[src/rtl/mpt2042_spi_defs.sv]
// Definitions shared by both ends of the MPT2042 SPI link: FSM encoding,
// default bus mode and word size, and synchronizer depth.
package mpt2042_spi_defs;

    typedef enum logic [1:0] {
        ST_IDLE  = 2'd0,
        ST_LOAD  = 2'd1,
        ST_SHIFT = 2'd2,
        ST_END   = 2'd3
    } spi_state_e;

    localparam logic       DEF_SPI_CPOL = 1'b0;
    localparam logic       DEF_SPI_CPHA = 1'b1;
    localparam logic [3:0] DEF_BIT_NUM  = 4'd8;
    localparam int         SYNC_STAGES  = 2;

    // Keeps only the low bit_num bits of a received byte.
    function automatic logic [7:0] byte_mask(input logic [3:0] bit_num);
        return 8'hFF >> (4'd8 - bit_num);
    endfunction

endpackage

[src/rtl/mpt2042_spi_slave_if.sv]
// SPI pins plus the byte-level handshake of the MPT2042 SPI slave.
interface mpt2042_spi_slave_if;

    logic       i_spi_cs_n;
    logic       i_spi_dclk;
    logic       i_spi_mosi;
    logic       o_spi_miso;
    logic [7:0] i_tx_byte;
    logic       o_tx_taken;
    logic [7:0] o_rx_byte;
    logic       o_rx_valid;
    logic       o_frame_err;

    modport slave (
        input  i_spi_cs_n, i_spi_dclk, i_spi_mosi, i_tx_byte,
        output o_spi_miso, o_tx_taken, o_rx_byte, o_rx_valid, o_frame_err
    );

    modport master (
        output i_spi_cs_n, i_spi_dclk, i_spi_mosi, i_tx_byte,
        input  o_spi_miso, o_tx_taken, o_rx_byte, o_rx_valid, o_frame_err
    );

endinterface

[src/rtl/mpt2042_sync_2ff.sv]
// Two-stage synchronizer for a single asynchronous input, with a
// configurable reset level so the idle state is seen right after reset.
module mpt2042_sync_2ff
    import mpt2042_spi_defs::*;
#(
    parameter logic RST_VAL = 1'b0
) (
    input  logic i_clk,
    input  logic i_rst_n,
    input  logic i_d,
    output logic o_q
);

    logic [SYNC_STAGES-1:0] sync_reg;

    always_ff @(posedge i_clk or negedge i_rst_n) begin
        if (!i_rst_n) begin
            sync_reg <= {SYNC_STAGES{RST_VAL}};
        end else begin
            sync_reg <= {sync_reg[SYNC_STAGES-2:0], i_d};
        end
    end

    assign o_q = sync_reg[SYNC_STAGES-1];

endmodule

[src/rtl/mpt2042_spi_slave.sv]
// Oversampling SPI slave: pins are synchronized to i_clk and DCLK edges are
// detected in-domain. Define MPT2042_SPIS_FRAME_ERR_EN to enable o_frame_err.
module mpt2042_spi_slave
    import mpt2042_spi_defs::*;
#(
    parameter logic       SPI_CPOL = DEF_SPI_CPOL,
    parameter logic       SPI_CPHA = DEF_SPI_CPHA,
    parameter logic [3:0] BIT_NUM  = DEF_BIT_NUM
) (
    input  logic               i_clk,
    input  logic               i_rst_n,
    mpt2042_spi_slave_if.slave bus
);

    localparam int         MSB_IDX  = int'(BIT_NUM) - 1;
    localparam logic [3:0] LAST_BIT = BIT_NUM - 4'd1;
    localparam logic [7:0] RX_MASK  = byte_mask(BIT_NUM);
    // Reset levels per synchronized pin, ordered {mosi, dclk, cs_n}.
    localparam logic [2:0] SYNC_RST = {1'b0, SPI_CPOL, 1'b1};

    logic [2:0] pin_in;
    logic [2:0] pin_sync;
    logic       cs_sync;
    logic       dclk_sync;
    logic       mosi_sync;

    assign pin_in = {bus.i_spi_mosi, bus.i_spi_dclk, bus.i_spi_cs_n};

    genvar gi;
    generate
        for (gi = 0; gi < 3; gi++) begin : g_sync
            mpt2042_sync_2ff #(
                .RST_VAL (SYNC_RST[gi])
            ) u_sync (
                .i_clk   (i_clk),
                .i_rst_n (i_rst_n),
                .i_d     (pin_in[gi]),
                .o_q     (pin_sync[gi])
            );
        end
    endgenerate

    assign cs_sync   = pin_sync[0];
    assign dclk_sync = pin_sync[1];
    assign mosi_sync = pin_sync[2];

    logic       cs_d_reg;
    logic       dclk_d_reg;
    logic [1:0] flush_cnt_reg;
    logic       armed_reg;

    // A CS already low when reset lifts must not start a transfer, so the
    // falling-edge detector is armed only once CS has been seen high.
    always_ff @(posedge i_clk or negedge i_rst_n) begin
        if (!i_rst_n) begin
            cs_d_reg      <= 1'b1;
            dclk_d_reg    <= SPI_CPOL;
            flush_cnt_reg <= 2'd0;
            armed_reg     <= 1'b0;
        end else begin
            cs_d_reg   <= cs_sync;
            dclk_d_reg <= dclk_sync;
            if (flush_cnt_reg != 2'd3) begin
                flush_cnt_reg <= flush_cnt_reg + 2'd1;
            end else if (cs_d_reg) begin
                armed_reg <= 1'b1;
            end
        end
    end

    logic cs_fall;
    logic cs_rise;
    logic lead_ev;
    logic trail_ev;
    logic sample_ev;
    logic shift_ev;

    assign cs_fall   = armed_reg & cs_d_reg & ~cs_sync;
    assign cs_rise   = ~cs_d_reg & cs_sync;
    assign lead_ev   = (dclk_d_reg == SPI_CPOL) && (dclk_sync != SPI_CPOL);
    assign trail_ev  = (dclk_d_reg != SPI_CPOL) && (dclk_sync == SPI_CPOL);
    assign sample_ev = (SPI_CPHA ? trail_ev : lead_ev) && !cs_sync;
    assign shift_ev  = (SPI_CPHA ? lead_ev : trail_ev) && !cs_sync;

    spi_state_e state_reg;
    spi_state_e state_next;
    logic [3:0] bit_cnt_reg;
    logic       load_en;
    logic       sample_en;
    logic       shift_en;
    logic       byte_done;

    always_ff @(posedge i_clk or negedge i_rst_n) begin
        if (!i_rst_n) begin
            state_reg <= ST_IDLE;
        end else begin
            state_reg <= state_next;
        end
    end

    always_comb begin
        state_next = state_reg;
        if (cs_rise) begin
            state_next = ST_END;
        end else begin
            case (state_reg)
                ST_IDLE:  if (cs_fall) state_next = ST_LOAD;
                ST_LOAD:  state_next = ST_SHIFT;
                ST_SHIFT: state_next = ST_SHIFT;
                ST_END:   state_next = ST_IDLE;
                default:  state_next = ST_IDLE;
            endcase
        end
    end

    always_comb begin
        load_en   = 1'b0;
        sample_en = 1'b0;
        shift_en  = 1'b0;
        byte_done = 1'b0;
        case (state_reg)
            ST_LOAD: load_en = !cs_rise;
            ST_SHIFT: begin
                sample_en = sample_ev;
                shift_en  = shift_ev;
                byte_done = sample_ev && (bit_cnt_reg == LAST_BIT);
            end
            default: ;
        endcase
    end

    logic [6:0] rx_shift_reg;
    logic [7:0] rx_word;
    logic [7:0] rx_byte_reg;
    logic [7:0] tx_shift_reg;
    logic       miso_reg;
    logic       rx_valid_reg;
    logic       tx_taken_reg;

    assign rx_word = {rx_shift_reg, mosi_sync};

    // tx_shift_reg holds the bits not yet presented; each shift edge drives
    // its MSB. With CPHA=0 the first bit must already be out before the
    // first sample edge, so the load presents it directly.
    always_ff @(posedge i_clk or negedge i_rst_n) begin
        if (!i_rst_n) begin
            bit_cnt_reg  <= 4'd0;
            rx_shift_reg <= 7'd0;
            rx_byte_reg  <= 8'h00;
            tx_shift_reg <= 8'h00;
            miso_reg     <= 1'b0;
            rx_valid_reg <= 1'b0;
            tx_taken_reg <= 1'b0;
        end else begin
            rx_valid_reg <= byte_done;
            tx_taken_reg <= load_en | byte_done;
            if (state_next == ST_IDLE || state_next == ST_END) begin
                bit_cnt_reg <= 4'd0;
                miso_reg    <= 1'b0;
            end else if (load_en) begin
                bit_cnt_reg  <= 4'd0;
                rx_shift_reg <= 7'd0;
                tx_shift_reg <= SPI_CPHA ? bus.i_tx_byte : (bus.i_tx_byte << 1);
                miso_reg     <= SPI_CPHA ? 1'b0 : bus.i_tx_byte[MSB_IDX];
            end else begin
                if (sample_en) begin
                    rx_shift_reg <= rx_word[6:0];
                    bit_cnt_reg  <= byte_done ? 4'd0 : bit_cnt_reg + 4'd1;
                    if (byte_done) begin
                        rx_byte_reg  <= rx_word & RX_MASK;
                        tx_shift_reg <= bus.i_tx_byte;
                    end
                end
                if (shift_en) begin
                    miso_reg     <= tx_shift_reg[MSB_IDX];
                    tx_shift_reg <= tx_shift_reg << 1;
                end
            end
        end
    end

    assign bus.o_spi_miso = miso_reg;
    assign bus.o_rx_byte  = rx_byte_reg;
    assign bus.o_rx_valid = rx_valid_reg;
    assign bus.o_tx_taken = tx_taken_reg;

`ifdef MPT2042_SPIS_FRAME_ERR_EN
    logic frame_err_reg;

    // Registered on the CS-rise cycle so the pulse coincides with ST_END.
    always_ff @(posedge i_clk or negedge i_rst_n) begin
        if (!i_rst_n) begin
            frame_err_reg <= 1'b0;
        end else begin
            frame_err_reg <= cs_rise && (bit_cnt_reg != 4'd0);
        end
    end

    assign bus.o_frame_err = frame_err_reg;
`else
    assign bus.o_frame_err = 1'b0;
`endif

endmodule

[src/flat_wrapper.sv]
// flat-port wrapper written by rule: the top's interface ports become plain ports
module mpt2042_spi_slave_flat import mpt2042_spi_defs::*;
#(
    parameter logic       SPI_CPOL = DEF_SPI_CPOL,
    parameter logic       SPI_CPHA = DEF_SPI_CPHA,
    parameter logic [3:0] BIT_NUM  = DEF_BIT_NUM
)
  (i_clk, i_rst_n, bus_i_spi_cs_n, bus_i_spi_dclk, bus_i_spi_mosi, bus_i_tx_byte, bus_o_spi_miso, bus_o_tx_taken, bus_o_rx_byte, bus_o_rx_valid, bus_o_frame_err);
  mpt2042_spi_slave_if bus_i ();
  input  logic i_clk;
  input  logic i_rst_n;
  input wire logic [$bits(bus_i.i_spi_cs_n)-1:0] bus_i_spi_cs_n;
  input wire logic [$bits(bus_i.i_spi_dclk)-1:0] bus_i_spi_dclk;
  input wire logic [$bits(bus_i.i_spi_mosi)-1:0] bus_i_spi_mosi;
  input wire logic [$bits(bus_i.i_tx_byte)-1:0] bus_i_tx_byte;
  output wire logic [$bits(bus_i.o_spi_miso)-1:0] bus_o_spi_miso;
  output wire logic [$bits(bus_i.o_tx_taken)-1:0] bus_o_tx_taken;
  output wire logic [$bits(bus_i.o_rx_byte)-1:0] bus_o_rx_byte;
  output wire logic [$bits(bus_i.o_rx_valid)-1:0] bus_o_rx_valid;
  output wire logic [$bits(bus_i.o_frame_err)-1:0] bus_o_frame_err;
  assign bus_i.i_spi_cs_n = bus_i_spi_cs_n;
  assign bus_i.i_spi_dclk = bus_i_spi_dclk;
  assign bus_i.i_spi_mosi = bus_i_spi_mosi;
  assign bus_i.i_tx_byte = bus_i_tx_byte;
  assign bus_o_spi_miso = bus_i.o_spi_miso;
  assign bus_o_tx_taken = bus_i.o_tx_taken;
  assign bus_o_rx_byte = bus_i.o_rx_byte;
  assign bus_o_rx_valid = bus_i.o_rx_valid;
  assign bus_o_frame_err = bus_i.o_frame_err;
  mpt2042_spi_slave #(.SPI_CPOL(SPI_CPOL), .SPI_CPHA(SPI_CPHA), .BIT_NUM(BIT_NUM)) u_core (.i_clk(i_clk), .i_rst_n(i_rst_n), .bus(bus_i));
endmodule
[config.mk]
export PLATFORM = sky130hd
export DESIGN_NAME = mpt2042_spi_slave_flat
export DESIGN_NICKNAME = d
export VERILOG_FILES = /design/src/rtl/mpt2042_spi_defs.sv /design/src/rtl/mpt2042_spi_slave_if.sv /design/src/rtl/mpt2042_sync_2ff.sv /design/src/rtl/mpt2042_spi_slave.sv /design/src/flat_wrapper.sv
export SDC_FILE = /design/constraint.sdc
export NUM_CORES = 1
export LEC_CHECK = 0
export BUFFER_PORTS_ARGS = -buffer_cell sky130_fd_sc_hd__buf_2
export CORE_UTILIZATION = 50
export CTS_BUF_LIST = sky130_fd_sc_hd__clkbuf_4
export CTS_CLUSTER_DIAMETER = 40
export DETAILED_ROUTE_END_ITERATION = 10
export GPL_ROUTABILITY_DRIVEN = 0
export PLACE_DENSITY = 0.71
export SETUP_SLACK_MARGIN = 0.3
export SLEW_MARGIN = 20
export SYNTH_ARGS = -nofsm -noshare
export SYNTH_HDL_FRONTEND = slang
export SYNTH_SLANG_ARGS = --single-unit
[constraint.sdc]
create_clock -name i_clk -period 6.1 [get_ports i_clk]
set_clock_uncertainty 0.2 [all_clocks]
set_input_delay 0.305 -clock i_clk [delete_from_list [all_inputs] [get_ports i_clk]]
set_output_delay 0.305 -clock i_clk [all_outputs]
set_load 0.02 [all_outputs]
Yosys cells after proc, flatten, opt, wreduce, memory -nomap -nowiden
Index checks and enable logic that the tools add are counted.
Widths: inputs -> output; s select.

word-level totals
  register bits after elaboration = 43
  bits of input ports = 13
  word-level logic and storage cells = 74

operators by class
  add/subtract/negate cells = 2
  eq/ne operators = 6
  mux-type cells = 20
  bitwise operators = 11
  reduce and logical (&&, ||, !) cells = 20

operators by type and width
  operator             number
  $mux 8               4
  $mux 4               4
  $mux 7               2
  $reduce_bool 3->1    4
  $mux 1               7
  $not 1->1            7
  $eq 2x2->1 const B   3
  $pmux 2 s3           1
  $logic_and 1x1->1    5
  $add 4x1->4 const B  1
  $eq 4x3->1 const B   1
  $logic_not 2->1      2
  $mux 2               2
  $reduce_and 2->1     2
  $reduce_and 4->1     1
  $and 1x1->1          3
  $reduce_and 3->1     1
  $add 2x1->2 const B  1
  $eq 2x1->1 const B   1
  $logic_not 1->1      2
  $ne 2x2->1 const B   1
  $reduce_bool 2->1    1
  $reduce_or 2->1      1
  $logic_or 1x1->1     1
  $or 1x1->1           1

Longest topological paths before layout
  word-level depth = 9
  depth in mapped cells = 7
  depth with buffers taken out = 6

Modules after synthesis
A second synthesis with hierarchy kept.

unflattened totals
  cell total of the unflattened synthesis = 142
  area total of the unflattened synthesis = 1,920.6 um^2

modules (own cells, without submodules)
  module                                          times used  cells each  area each (um^2)  seq. area each (um^2)
  mpt2042_spi_slave                               1           136         1,767.9           927.1
  mpt2042_sync_2ff (u_core.g_sync[1].u_sync ...)  2           2           50.0              50.0
  mpt2042_sync_2ff (u_core.g_sync[0].u_sync)      1           2           52.6              52.6

Worst setup path after synthesis
Ideal clock, no wire load.

  path type = register to register
  from = reg u_core.state_reg[0]
  to = reg u_core.tx_shift_reg[1]
  arrival = 2,059 ps
  slack = 3,716 ps
  stages on the path, launching flop included = 7
  clock period less this slack = 2,384 ps
  cell sequence = dfrtp_1 > inv_1 > ha_1 > nand4bb_1 > a21oi_1 > mux2_2 > mux2_2

between the ends
  word-level cells in the longest chain between the ends = 8
  elaborated cells on any way between the ends = 21
  classes of those cells = 4 x eq/ne; 9 x mux; 1 x bitwise; 7 x reduce/logical

ends and longest elaborated chain
  element                                               line                                                RTL
  start: declaration                                    mpt2042_spi_slave.sv:85                             spi_state_e state_reg;
  start signal: assignment                              mpt2042_spi_slave.sv:97                             state_reg <= state_next;
  $eq 2x1->1 / $eq 2x2->1 (equally long branches)       mpt2042_spi_slave.sv:106, mpt2042_spi_slave.sv:121
  $reduce_or 2->1 (no source line)                      -
  $pmux 2 s3                                            mpt2042_spi_slave.sv:106                            case (state_reg)
  $mux 2                                                mpt2042_spi_slave.sv:103                            if (cs_rise) begin
  $eq 2x2->1 / $logic_not 2->1 (equally long branches)  mpt2042_spi_slave.sv:157                            if (state_next == ST_IDLE || state_next == ST_END) begin
  $logic_or 1x1->1                                      mpt2042_spi_slave.sv:157
  $not 1->1 (no source line)                            -
  $reduce_and 3->1 (no source line)                     -
  end signal: assignment                                mpt2042_spi_slave.sv:163                            tx_shift_reg <= SPI_CPHA ? bus.i_tx_byte : (bus.i_tx_byte << 1);
  end signal: assignment                                mpt2042_spi_slave.sv:171                            tx_shift_reg <= bus.i_tx_byte;
  end signal: assignment                                mpt2042_spi_slave.sv:176                            tx_shift_reg <= tx_shift_reg << 1;
  end: declaration                                      mpt2042_spi_slave.sv:135                            logic [7:0] tx_shift_reg;

Several ways; a longest one is shown, not always the timed one.
A chain may end at the register's enable or synchronous reset.

Worst setup path after layout
  from = reg u_core.state_reg[0]
  to = reg u_core.tx_shift_reg[7]

Same word-level chain as after synthesis.

==> flow_summary_export.csv <==
group,metric,value,unit
worst_setup_path,arrival,2670,ps
routing,drc,0,
layout,fill_cells,272,
worst_hold_path,hold_depth,3,
pwr,ir_drop,175,µV
synth,synth_cells,132,
layout,final_cells,211,
synth,synthFlopType,"dfrtp_1",
sta,min_period_over_period,43.3,%
clocking,post-cts-setup-buffers,0,
worst_setup_path,r2r_cells,6,
synth,ys_seq_area_share,58.7,%
die,start_util,53.8,%
clocking,numClockSinks,43,
die,fp.dieW,62.6,µm
layout,area_growth_syn_to_layout,15.3,%
sta,finalHoldViolations,0,
sta,worst_pin_slew,909,ps
worst_setup_path,startpoint_type,"flip-flop",
layout,final_net_count,182,
clocking,numCtsBuffers,5,
synth,synth_edf_count,0,
grt,antenna_found_initial,0,
sta,min_period,2640,ps
grt,grt.total_usage,18.0,%
die,ioPinCount,25,
routing,antenna_left,0,
synth,syn_area_per_cell,13.9,µm²
die,die_area,0.00392,mm²
synth,synth_area_leaders,"dfrtp_1 (54%), mux2_2 (15%), dfstp_2 (4.3%)",
layout,multi_input_area,728,µm²
clocking,root_buffer,"clkbuf_4",
clocking,post_cts_resized,0,
routing,vias,1151,
clocking,path_clk_slew,110,ps
pwr,p_per_area,318,mW/mm²
sta,finalSetupViolCount,0,
layout,seq_area,0.00108,mm²
grt,grt_max_degree,44,
grt,grt_pass1_vias,1207,
flow_run,maxCapViolations,0,
sta,fin_setup_tns,0,ps
place,port_buffers,23,
synth,syn_nets,150,
synth,synth.distinct_cells,33,
worst_setup_path,worstPathRequired,6130,ps
worst_setup_path,crit_path_end_kind,"flip-flop",
sta,slew_headroom,39.4,%
pwr,leakage,1.01,nW
routing,drt_first_iter_violations,49,
sta,final_max_slew_viol_count,0,
die,num_rows,21,
routing,viasPerCell,5.45,
synth,synth-seq-cells,43,
synth,yosys_warnings,0,
sta,fmax,379,MHz
pwr,total_power,674,µW
place,dp.cells,199,
synth,yosysTopAreaCellShare,54.5,%
layout,drive_gt1_share,37.0,%
outcome,status,"finished clean",
synth,synth_area,0.00184,mm²
clocking,clk_latency,350,ps
synth,yosys.area.top_type,"dfrtp_1",
clocking,cts_tree,"built",
place,dp_hpwl,2060,µm
worst_setup_path,path_class,"flip-flop to flip-flop",
die,die_y,62.6,µm
worst_hold_path,min_path_type,"input port to flip-flop",
worst_setup_path,cp_max_fo,8,
clocking,clk_path_buf_depth,2,
grt,overflow,0,
routing,routed_wl,2990,µm
routing,first_pass_iters,4,
grt,grt_pass1_wl,5420,µm
clocking,htree_levels,2,
sta,rsz0062_at_grt,"no",
synth,async_flop_share,100,%
die,core,0.00342,mm²
layout,n_antenna_cell,0,
routing,routedWlPerCell,14.2,µm
power by group:
group | switching, mW | internal, mW
combinational | 0.0831 | 0.0701
sequential | 0.0245 | 0.327
clock | 0.0847 | 0.0843
total | 0.192 | 0.482
layout make-up:
cell class	instances	share of cell area (%)
Clock buffer	5	1.77
Multi-Input combinational cell	82	34.4
Clock inverter	3	1.83
Timing Repair Buffer	28	7.67
Inverter	4	0.708
Tap cell	46	2.72
Sequential cell	43	50.9
Yosys cell counts, types with 3 or more instances:
cell,count
dfrtp_1,40
a21oi_1,4
dfstp_2,3
nand2_1,9
nor2_1,4
mux2_2,24
ha_1,5
a32o_1,7
inv_1,4
nand2b_1,3
critical path: stages (launching register included):
cell and delay, ps:
dfrtp_1 460, inv_1 120, ha_1 240, nand4bb_1 250
a21oi_1 610, mux2_2 400, mux2_2 260
routing by layer:
| metal | vias to the layer above | wire (µm) | GRT usage (%) |
|---|---|---|---|
| met3 | 2 | 147 | 6.02 |
| met1 | 571 | 1350 | 22.0 |
| met2 | 29 | 1470 | 28.9 |
| li1 | 549 | - | - |
| met5 | - | 0 | 0 |
| met4 | 0 | 30 | 8.14 |
per-stage QoR:
| step | hold WS, ps | worst slack (ps) | cell area, µm² | util, % |
|---|---|---|---|---|
| after detailed placement | 136 | 3460 | 2000 | 58.6 |
| after floorplan | -191 | 3720 | 1840 | - |
| after CTS | 95.3 | 3410 | 2120 | 62.1 |
| after global routing | 95.6 | 3270 | 2120 | 62.1 |
| after global placement | 136 | 3550 | 2000 | 58.6 |
| final | 116 | 3460 | 2120 | 62.1 |
timing repair:
item,CTS,global route
hold buffers,4,0
endpoints found under the hold margin,43,0
setup endpoints to repair,0,0
cells by family after synthesis:
family | count (synthesis) | synth area share (%)
other | 1 | 0.204
multiplexers | 25 | 15.2
buffers and inverters | 7 | 1.63
AO/OA/AOI/OAI | 22 | 10.5
AND/OR/NAND/NOR | 27 | 9.33
XOR/XNOR | 2 | 0.953
adder cells (fa/ha/maj) | 5 | 3.40
flip-flops | 43 | 58.7
cells in the final DEF, fill, tap and decap left out:
master         Yosys  final
dfrtp_1           40     40
mux2_2            24     24
buf_2              0     23
nand2_1            9      9
a32o_1             7      7
ha_1               5      5
clkbuf_4           0      5
inv_1              4      4
nor2_1             4      4
a21oi_1            4      4
dlygate4sd3_1      0      4
nand2b_1           3      3
dfstp_2            3      3
o21ai_0            2      2
xnor2_1            2      2
a211oi_1           2      2
nand3_1            2      2
a211o_1            2      2
nand4bb_4          1      1
or3_4              1      1
and3b_1            1      1
o211ai_1           1      1
a2111oi_0          1      1
nor4bb_1           1      1
and3_1             1      1
o211a_1            1      1
nand4_1            1      1
or3_1              1      1
nand4bb_1          1      1
a311oi_4           1      1
mux2i_1            1      1
a21o_1             1      1
nor2b_1            1      1
conb_1             1      1
clkinv_1           0      1
bufinv_16          0      1
clkinv_2           0      1
buf_4              1      1
final timing paths:
| path | endpoint | slack [ps] | start |
|---|---|---|---|
| max in group asynchronous | u_core.bus.o_spi_miso$_DFFE_PN0P_ | 4710 | i_rst_n |
| worst max-delay path | u_core.tx_shift_reg[7]$_DFFE_PN0P_ | 3460 | u_core.state_reg[0]$_DFF_PN0_ |
| min in group asynchronous | u_core.bus.o_rx_byte[0]$_DFFE_PN0P_ | 420 | i_rst_n |
| worst min-delay path | u_core.tx_shift_reg[3]$_DFFE_PN0P_ | 120 | bus_i_tx_byte[3] |
| worst max register to register | u_core.tx_shift_reg[7]$_DFFE_PN0P_ | 3460 | u_core.state_reg[0]$_DFF_PN0_ |
| worst min register to register | u_core.g_sync[0].u_sync.sync_reg[1]$_DFF_PN1_ | 160 | u_core.g_sync[0].u_sync.sync_reg[0]$_DFF_PN1_ |
(Power assumes the default switching activity.)
